<file path="config.mk">
export PLATFORM = sky130hd
export DESIGN_NAME = counter_xb_flat
export DESIGN_NICKNAME = d
export VERILOG_FILES = /design/src/rtl/counter_xb_if.sv /design/src/rtl/counter_xb.sv /design/src/flat_wrapper.sv
export SDC_FILE = /design/constraint.sdc
export NUM_CORES = 1
export LEC_CHECK = 0
export CAP_MARGIN = 30
export CORE_UTILIZATION = 38
export DETAILED_ROUTE_END_ITERATION = 7
export PLACE_DENSITY = 0.74
export RECOVER_POWER = 100
export SYNTH_ARGS = -nofsm -noshare
export SYNTH_HDL_FRONTEND = slang
export SYNTH_SLANG_ARGS = --single-unit
</file>
<file path="constraint.sdc">
create_clock -name clk -period 1.4 [get_ports clk]
set_input_delay 0.21 -clock clk [delete_from_list [all_inputs] [get_ports clk]]
set_output_delay 0.21 -clock clk [all_outputs]
set_load 0.05 [all_outputs]
</file>
<file path="src/rtl/counter_xb_if.sv">
// counter_xb_if: control/status bundle for counter_xb.
//   Control (master -> slave): enable, up, sat_mode, load, load_val[WIDTH], clear_ovf
//   Status  (slave -> master): out[WIDTH], carry, ovf, at_max, at_min
// clk and reset are not part of the bundle; they stay plain ports on the counter.
interface counter_xb_if #(
  parameter int WIDTH = 5
);
  logic             enable;
  logic             up;
  logic             sat_mode;
  logic             load;
  logic [WIDTH-1:0] load_val;
  logic             clear_ovf;
  logic [WIDTH-1:0] out;
  logic             carry;
  logic             ovf;
  logic             at_max;
  logic             at_min;

  modport master (
    output enable, up, sat_mode, load, load_val, clear_ovf,
    input  out, carry, ovf, at_max, at_min
  );

  modport slave (
    input  enable, up, sat_mode, load, load_val, clear_ovf,
    output out, carry, ovf, at_max, at_min
  );
endinterface

</file>
<file path="src/rtl/counter_xb.sv">
// counter_xb: registered up/down counter with a configurable width and step.
// It supports a synchronous parallel load and either a wrap mode or a
// saturate mode. It also provides a one-cycle carry/borrow pulse and a sticky
// overflow flag.
//   clk        rising-edge clock
//   reset      synchronous, active-high; loads RESET_VAL and clears carry/ovf
//   bus.enable count this cycle      bus.up       1 = +STEP, 0 = -STEP
//   bus.sat_mode 1 = clamp at bounds, 0 = wrap mod 2^WIDTH
//   bus.load / bus.load_val  parallel load (beats enable, never carries)
//   bus.clear_ovf  clears sticky ovf (a new carry event the same cycle wins)
//   bus.out    registered count      bus.carry  bound crossed on last update
//   bus.ovf    sticky carry          bus.at_max / bus.at_min  decoded from out
// Per-cycle priority: reset > load > enable > hold.
module counter_xb #(
  parameter int          WIDTH     = 5,
  parameter int unsigned STEP      = 1,
  parameter int unsigned RESET_VAL = 0
) (
  input logic         clk,
  input logic         reset,
  counter_xb_if.slave bus
);

  // Elaboration-time parameter checks
  if (WIDTH < 2 || WIDTH > 32) begin : g_bad_width
    $error("counter_xb: WIDTH must be in 2..32");
  end
  if (STEP < 1 || 64'(STEP) > ((64'd1 << WIDTH) - 64'd1)) begin : g_bad_step
    $error("counter_xb: STEP must be in 1..2^WIDTH-1");
  end
  if (64'(RESET_VAL) > ((64'd1 << WIDTH) - 64'd1)) begin : g_bad_rst
    $error("counter_xb: RESET_VAL does not fit in WIDTH bits");
  end
  if ($bits(bus.out) != WIDTH) begin : g_bad_if
    $error("counter_xb: interface WIDTH does not match counter WIDTH");
  end

  localparam logic [WIDTH:0]   STEP_X = (WIDTH+1)'(STEP);
  localparam logic [WIDTH-1:0] MAX_V  = '1;
  localparam logic [WIDTH-1:0] MIN_V  = '0;
  localparam logic [WIDTH-1:0] RST_V  = WIDTH'(RESET_VAL);

  logic [WIDTH-1:0] r_out;
  logic             r_carry;
  logic             r_ovf;

  logic [WIDTH:0]   w_sum;
  logic [WIDTH:0]   w_diff;
  logic [WIDTH-1:0] w_nxt_out;
  logic             w_cross;
  logic             w_evt;

  // Use one extra bit so that the MSB directly gives the carry-out or the borrow.
  assign w_sum  = {1'b0, r_out} + STEP_X;
  assign w_diff = {1'b0, r_out} - STEP_X;

  always_comb begin
    w_nxt_out = r_out;
    w_cross   = 1'b0;
    if (bus.up) begin
      w_cross   = w_sum[WIDTH];
      w_nxt_out = (w_cross && bus.sat_mode) ? MAX_V : w_sum[WIDTH-1:0];
    end else begin
      w_cross   = w_diff[WIDTH];
      w_nxt_out = (w_cross && bus.sat_mode) ? MIN_V : w_diff[WIDTH-1:0];
    end
  end

  // A crossing event exists only for a real count; a load hides it.
  assign w_evt = bus.enable & ~bus.load & w_cross;

  always_ff @(posedge clk) begin
    if (reset) begin
      r_out   <= RST_V;
      r_carry <= 1'b0;
      r_ovf   <= 1'b0;
    end else begin
      if (bus.load)        r_out <= bus.load_val;
      else if (bus.enable) r_out <= w_nxt_out;
      r_carry <= w_evt;
      // When set and clear occur together, set wins.
      r_ovf   <= w_evt | (r_ovf & ~bus.clear_ovf);
    end
  end

  assign bus.out    = r_out;
  assign bus.carry  = r_carry;
  assign bus.ovf    = r_ovf;
  assign bus.at_max = (r_out == MAX_V);
  assign bus.at_min = (r_out == MIN_V);

endmodule

</file>
<file path="src/flat_wrapper.sv">
// flat-port wrapper written by rule: the top's interface ports become plain ports
module counter_xb_flat 
#(
  parameter int          WIDTH     = 5,
  parameter int unsigned STEP      = 1,
  parameter int unsigned RESET_VAL = 0
)
  (clk, reset, bus_enable, bus_up, bus_sat_mode, bus_load, bus_load_val, bus_clear_ovf, bus_out, bus_carry, bus_ovf, bus_at_max, bus_at_min);
  counter_xb_if #(.WIDTH(WIDTH)) bus_i ();
  input logic clk;
  input logic reset;
  input wire logic [$bits(bus_i.enable)-1:0] bus_enable;
  input wire logic [$bits(bus_i.up)-1:0] bus_up;
  input wire logic [$bits(bus_i.sat_mode)-1:0] bus_sat_mode;
  input wire logic [$bits(bus_i.load)-1:0] bus_load;
  input wire logic [$bits(bus_i.load_val)-1:0] bus_load_val;
  input wire logic [$bits(bus_i.clear_ovf)-1:0] bus_clear_ovf;
  output wire logic [$bits(bus_i.out)-1:0] bus_out;
  output wire logic [$bits(bus_i.carry)-1:0] bus_carry;
  output wire logic [$bits(bus_i.ovf)-1:0] bus_ovf;
  output wire logic [$bits(bus_i.at_max)-1:0] bus_at_max;
  output wire logic [$bits(bus_i.at_min)-1:0] bus_at_min;
  assign bus_i.enable = bus_enable;
  assign bus_i.up = bus_up;
  assign bus_i.sat_mode = bus_sat_mode;
  assign bus_i.load = bus_load;
  assign bus_i.load_val = bus_load_val;
  assign bus_i.clear_ovf = bus_clear_ovf;
  assign bus_out = bus_i.out;
  assign bus_carry = bus_i.carry;
  assign bus_ovf = bus_i.ovf;
  assign bus_at_max = bus_i.at_max;
  assign bus_at_min = bus_i.at_min;
  counter_xb #(.WIDTH(WIDTH), .STEP(STEP), .RESET_VAL(RESET_VAL)) u_core (.clk(clk), .reset(reset), .bus(bus_i));
endmodule
</file>
Word-level counts from Yosys, hierarchy flattened
Cells that the tools add are included.
{"block": "classes", "add_sub_neg": 2, "eq_ne": 1, "n_reduce_logical": 4, "muxes": 6, "bitwise_logic": 6}
{"op": "$mux W5", "count": 5}
{"op": "$add A5 B1 Y6 const B", "count": 1}
{"op": "$sub A5 B1 Y6 const B", "count": 1}
{"op": "$eq A5 B5 Y1 const B", "count": 1}
{"op": "$logic_not A5 Y1", "count": 1}
{"op": "$and A1 B1 Y1", "count": 3}
{"op": "$logic_and A1 B1 Y1", "count": 2}
{"op": "$not A1 Y1", "count": 2}
{"op": "$reduce_bool A2 Y1", "count": 1}
{"op": "$mux W1", "count": 1}
{"op": "$or A1 B1 Y1", "count": 1}
{"block": "totals", "regBits": 7, "output_inout_bits": 9, "wordCells": 22, "input_bits": 12}

Logic depth before layout (Yosys ltp)
{"block": "depth", "depth_word": 6, "mapped_depth": 6, "ltp_nobuf": 6}

Worst setup path before layout
No wires, ideal clock.
{"block": "synth_timing", "path_type": "register -> output", "startpoint": "register u_core.r_out[0], in the netlist u_core.bus.out[0]", "endpoint": "output bus_at_min", "slack_ns": -0.677, "n_path_buf": 0, "stages_incl_launch_ff": 5, "arrival_ns": 1.867, "required_ns": 1.190, "path_cell_list": "dfxtp_1 -> inv_1 -> ha_1 -> nor3b_1 -> nor2b_1"}
{"block": "synth_between", "elab_chain_cells": 1}
{"item": "start, declared", "line": "counter_xb.sv:43", "text": "logic [WIDTH-1:0] r_out;"}
{"item": "start signal, assigned", "line": "counter_xb.sv:78", "text": "if (bus.load) r_out <= bus.load_val;"}
{"item": "start signal, assigned", "line": "counter_xb.sv:79", "text": "else if (bus.enable) r_out <= w_nxt_out;"}
{"item": "$logic_not A5 Y1", "line": "counter_xb.sv:90", "text": "assign bus.at_min = (r_out == MIN_V);"}
{"item": "end, declared", "line": "flat_wrapper.sv:22", "text": "output wire logic [$bits(bus_i.at_min)-1:0] bus_at_min;"}
No other way between the ends.

Worst setup path after layout
{"block": "layout_timing", "startpoint": "register u_core.r_out[1], in the netlist u_core.bus.out[1]", "endpoint": "output bus_at_min"}
The elaborated chain is that of the path after synthesis.

==> run_results.csv <==
group,metric,value,unit
run_status,outcome,"finished with violations",
run_status,violations,"negative setup slack",
yosys,synthDistinctLibCells,35,
sta,period_needed,1.56,ns
detailed_routing,drc,0,
layout,synthToLayoutAreaGrowth,92.9,%
detailed_routing,drtPass1Iterations,4,
sta,rsz0062_at_grt,"yes",
yosys,syn_inst,79,
sta,clock_skew,0.00738,ns
floorplan,ios,21,
floorplan,die_x,41.2,um
worst_setup_path,cp-end-kind,"output pin",
worst_setup_path,reg2regPathDepth,4,
worst_setup_path,path_class,"flip-flop to output pin",
sta,maxSlewViolCount,0,
worst_setup_path,crit_fanout,7,
sta,hold_viol_final,0,
sta,max_slew_margin,66.5,%
clock_tree,clkSlewWorstSetupHoldPaths,0.06,ns
worst_hold_path,min_from,"bus_load_val[3]",
global_routing,grt_pass1_vias,705,
yosys,syn-mean-instance-area,7.38,um2
global_routing,grt_max_degree,12,
worst_setup_path,r2r_slack,-0.16,ns
layout,drive_gt1_share,42.1,%
worst_setup_path,start_kind,"flip-flop",
layout,nets,137,
detailed_routing,wl_per_cell,15.3,um
yosys,synth_seq_area_share,24.0,%
sta,final.setup.tns,-0.664,ns
placement,io_buffers,20,
pwr,peakVddDrop,517,uV
pwr,p_total,0.884,mW
floorplan,die_area,1690,um2
global_routing,grt_pass1_wl,3050,um
detailed_routing,ant_nets,0,
yosys,syn-cell-area,583,um2
worst_setup_path,required,1.19,ns
detailed_routing,drtIter0Drc,30,
global_routing,grt_usage,28.8,%
worst_hold_path,holdPathStages,3,
placement,gp_congestion,0.850,
worst_setup_path,cp_slowest_stage_delay,0.37,ns
worst_hold_path,holdCritPathClass,"input port to flip-flop",
sta,post-route-period-util,111,%
floorplan,rows,13,
worst_hold_path,holdPathEnd,"u_core.bus.out[3]",
yosys,ys.warnings.count,0,
clock_tree,clockBufferDepth,2,
sta,worstMarginPinSlew,0.502,ns
pwr,power.density,785,nW/um2
yosys,synth_nets,94,
placement,place_ws,-0.413,ns
clock_tree,clockRootBuffer,"clkbuf_4",
detailed_routing,viasPerCell,5.75,
yosys,ys_seq_elements,7,
worst_setup_path,arrival,1.35,ns
floorplan,core,1370,um2
worst_setup_path,crit_chain,"inv_4 > ha_4 > nor3b_4 > nor2b_4 > buf_12",
sta,finalWorstSetupSlack,-0.159,ns
detailed_routing,vias,782,
worst_setup_path,worstReg2RegStart,"u_core.bus.out[0]",
floorplan,die_h,41.2,um
clock_tree,cts_made_buffers,3,
clock_tree,worstSkewPairLatency,0.26,ns
sta,max_freq,0.641,GHz
job,drv_cap,0,
placement,dp_hpwl,1430,um
layout,fillers,89,
floorplan,initial_core_util,42.7,%
global_routing,antenna_found_initial,0,
clock_tree,h-tree-depth,1,
worst_setup_path,cp_slowest_cell,"dfxtp_4",
layout,n_antenna_cell,0,
detailed_routing,drt_wl_total,2080,um
global_routing,gr-total-overflow,0,
clock_tree,cts_num_sinks,7,
clock_tree,tritoncts,"built",
pwr,leakage,0.486,nW
sta,finalSetupViolCount,7,
worst_setup_path,r2r_end,"u_core.bus.ovf",
-- how the worst max path moves through the flow --
stage                      start          endpoint  slack [ns]  cells past startpoint
4_1_cts        u_core.bus.out[1]        bus_at_min       -0.17                      5
3_3_place_gp              bus_up  u_core.bus.carry       -0.37                      5
6_report       u_core.bus.out[1]        bus_at_min       -0.16                      5
5_1_grt        u_core.bus.out[1]        bus_at_min       -0.21                      5
3_5_place_dp              bus_up    u_core.bus.ovf       -0.41                      5
2_1_floorplan  u_core.bus.out[2]    u_core.bus.ovf       -0.17                      5
-- worst max-delay path, delay by kind of cell, from the launching register on --
kind	cells	cell delay [ns]
adders and majority gates	1	0.13
buffers and inverters	2	0.21
DFF	1	0.37
and+or+nand+nor	2	0.39
-- synthesized netlist by cell type --
cell type | instances | area, um2
o21ai_0 | 3 | 15.0
or3_1 | 2 | 12.5
or4_4 | 1 | 11.3
nand4_1 | 2 | 12.5
nor3b_1 | 2 | 15.0
o31ai_1 | 1 | 7.51
nand3b_1 | 1 | 7.51
mux2i_1 | 1 | 10.0
nand4b_1 | 1 | 8.76
xor2_1 | 1 | 8.76
and2_2 | 1 | 7.51
o2111ai_1 | 1 | 8.76
o21ai_2 | 1 | 8.76
a22o_2 | 1 | 10.0
o22ai_1 | 2 | 12.5
nand2_1 | 6 | 22.5
buf_6 | 1 | 11.3
o211ai_1 | 3 | 22.5
o21ai_1 | 1 | 5.00
a311oi_1 | 1 | 8.76
nor3_1 | 4 | 20.0
clkbuf_1 | 4 | 15.0
and2_1 | 1 | 6.26
a21oi_1 | 7 | 35.0
nor2b_1 | 3 | 18.8
nand3_1 | 2 | 10.0
nor2_1 | 5 | 18.8
a31oi_1 | 1 | 6.26
and3_2 | 1 | 7.51
nand2b_1 | 1 | 6.26
dfxtp_1 | 7 | 140
ha_1 | 3 | 37.5
o21a_1 | 1 | 7.51
nor4b_1 | 1 | 8.76
inv_1 | 5 | 18.8
-- report_power, final --
group / internal (mW) / switching (mW)
Sequential: 0.215 / 0.0296
Clock: 0.110 / 0.0867
Combinational: 0.232 / 0.210
Total: 0.557 / 0.326
-- what timing repair did --
| item | 4_1_cts | 5_1_grt |
|---|---|---|
| gates resized for setup | 10 | 3 |
| buffers inserted | 4 | 2 |
| hold buffers | 0 | 0 |
| pin swaps | 6 | 4 |
| endpoints found under the setup margin | 6 | 8 |
-- layout by cell type (no fill, tap or decap), types with 2 or more instances in the layout --
cell              n
or3_1             2
clkdlybuf4s50_1  11
dfxtp_4           3
nand2_1           6
inv_4             2
nor3_1            4
dfxtp_2           2
o22ai_1           2
buf_12            7
nor2_1            4
dfxtp_1           2
nor2b_1           2
ha_4              2
nand4_1           2
o211ai_1          3
a21oi_1           6
buf_4            22
dlymetal6s2s_1    2
clkbuf_1          2
o21ai_0           3
inv_1             3
clkbuf_4          3
nand3_1           2
-- flip-flops by register name (all words and copies together), names as in the netlist --
register	count
u_core.bus.out	5
u_core.bus.ovf	1
u_core.bus.carry	1
-- kinds of logic (layout without fill, tap and decap cells) --
family / after synthesis / count (layout) / share of synthesized area (%)
adders and majority gates: 3 / 3 / 6.44
and+or+nand+nor: 34 / 34 / 33.3
xor gates and xnor gates: 1 / 1 / 1.50
DFF: 7 / 7 / 24.0
muxes: 1 / 1 / 1.72
buffers and inverters: 10 / 52 / 7.72
AOI/OAI and AO/OA: 23 / 23 / 25.3
-- metrics by stage --
step | area, um2 | instances | hold WS (ns) | util (%)
5_1_grt | 1120 | 136 | 0.501 | 82.3
6_report | 1120 | 136 | 0.502 | 82.3
3_5_place_dp | 1020 | 126 | 0.568 | 74.5
3_3_place_gp | 1020 | 126 | 0.535 | 74.5
4_1_cts | 1120 | 134 | 0.497 | 82.0
2_1_floorplan | 608 | 79 | 0.353 | -
-- final cells by class --
cell class / instances / area (um2) / area share (%)
inverters: 5 / 23.8 / 2.11
well taps: 15 / 18.8 / 1.67
flip-flops and latches: 7 / 154 / 13.7
repair buffers: 43 / 444 / 39.5
clock buffers: 4 / 26.3 / 2.34
multi-input cells: 62 / 458 / 40.7
-- routing by layer --
metal	wire (um)	GRT usage (%)	up-vias
met5	0	0	-
met4	64	12.1	0
met3	166	10.9	10
met2	1040	51.2	45
met1	813	29.8	353
li1	-	-	374
Note: power is estimated with default switching activity, not from simulation.
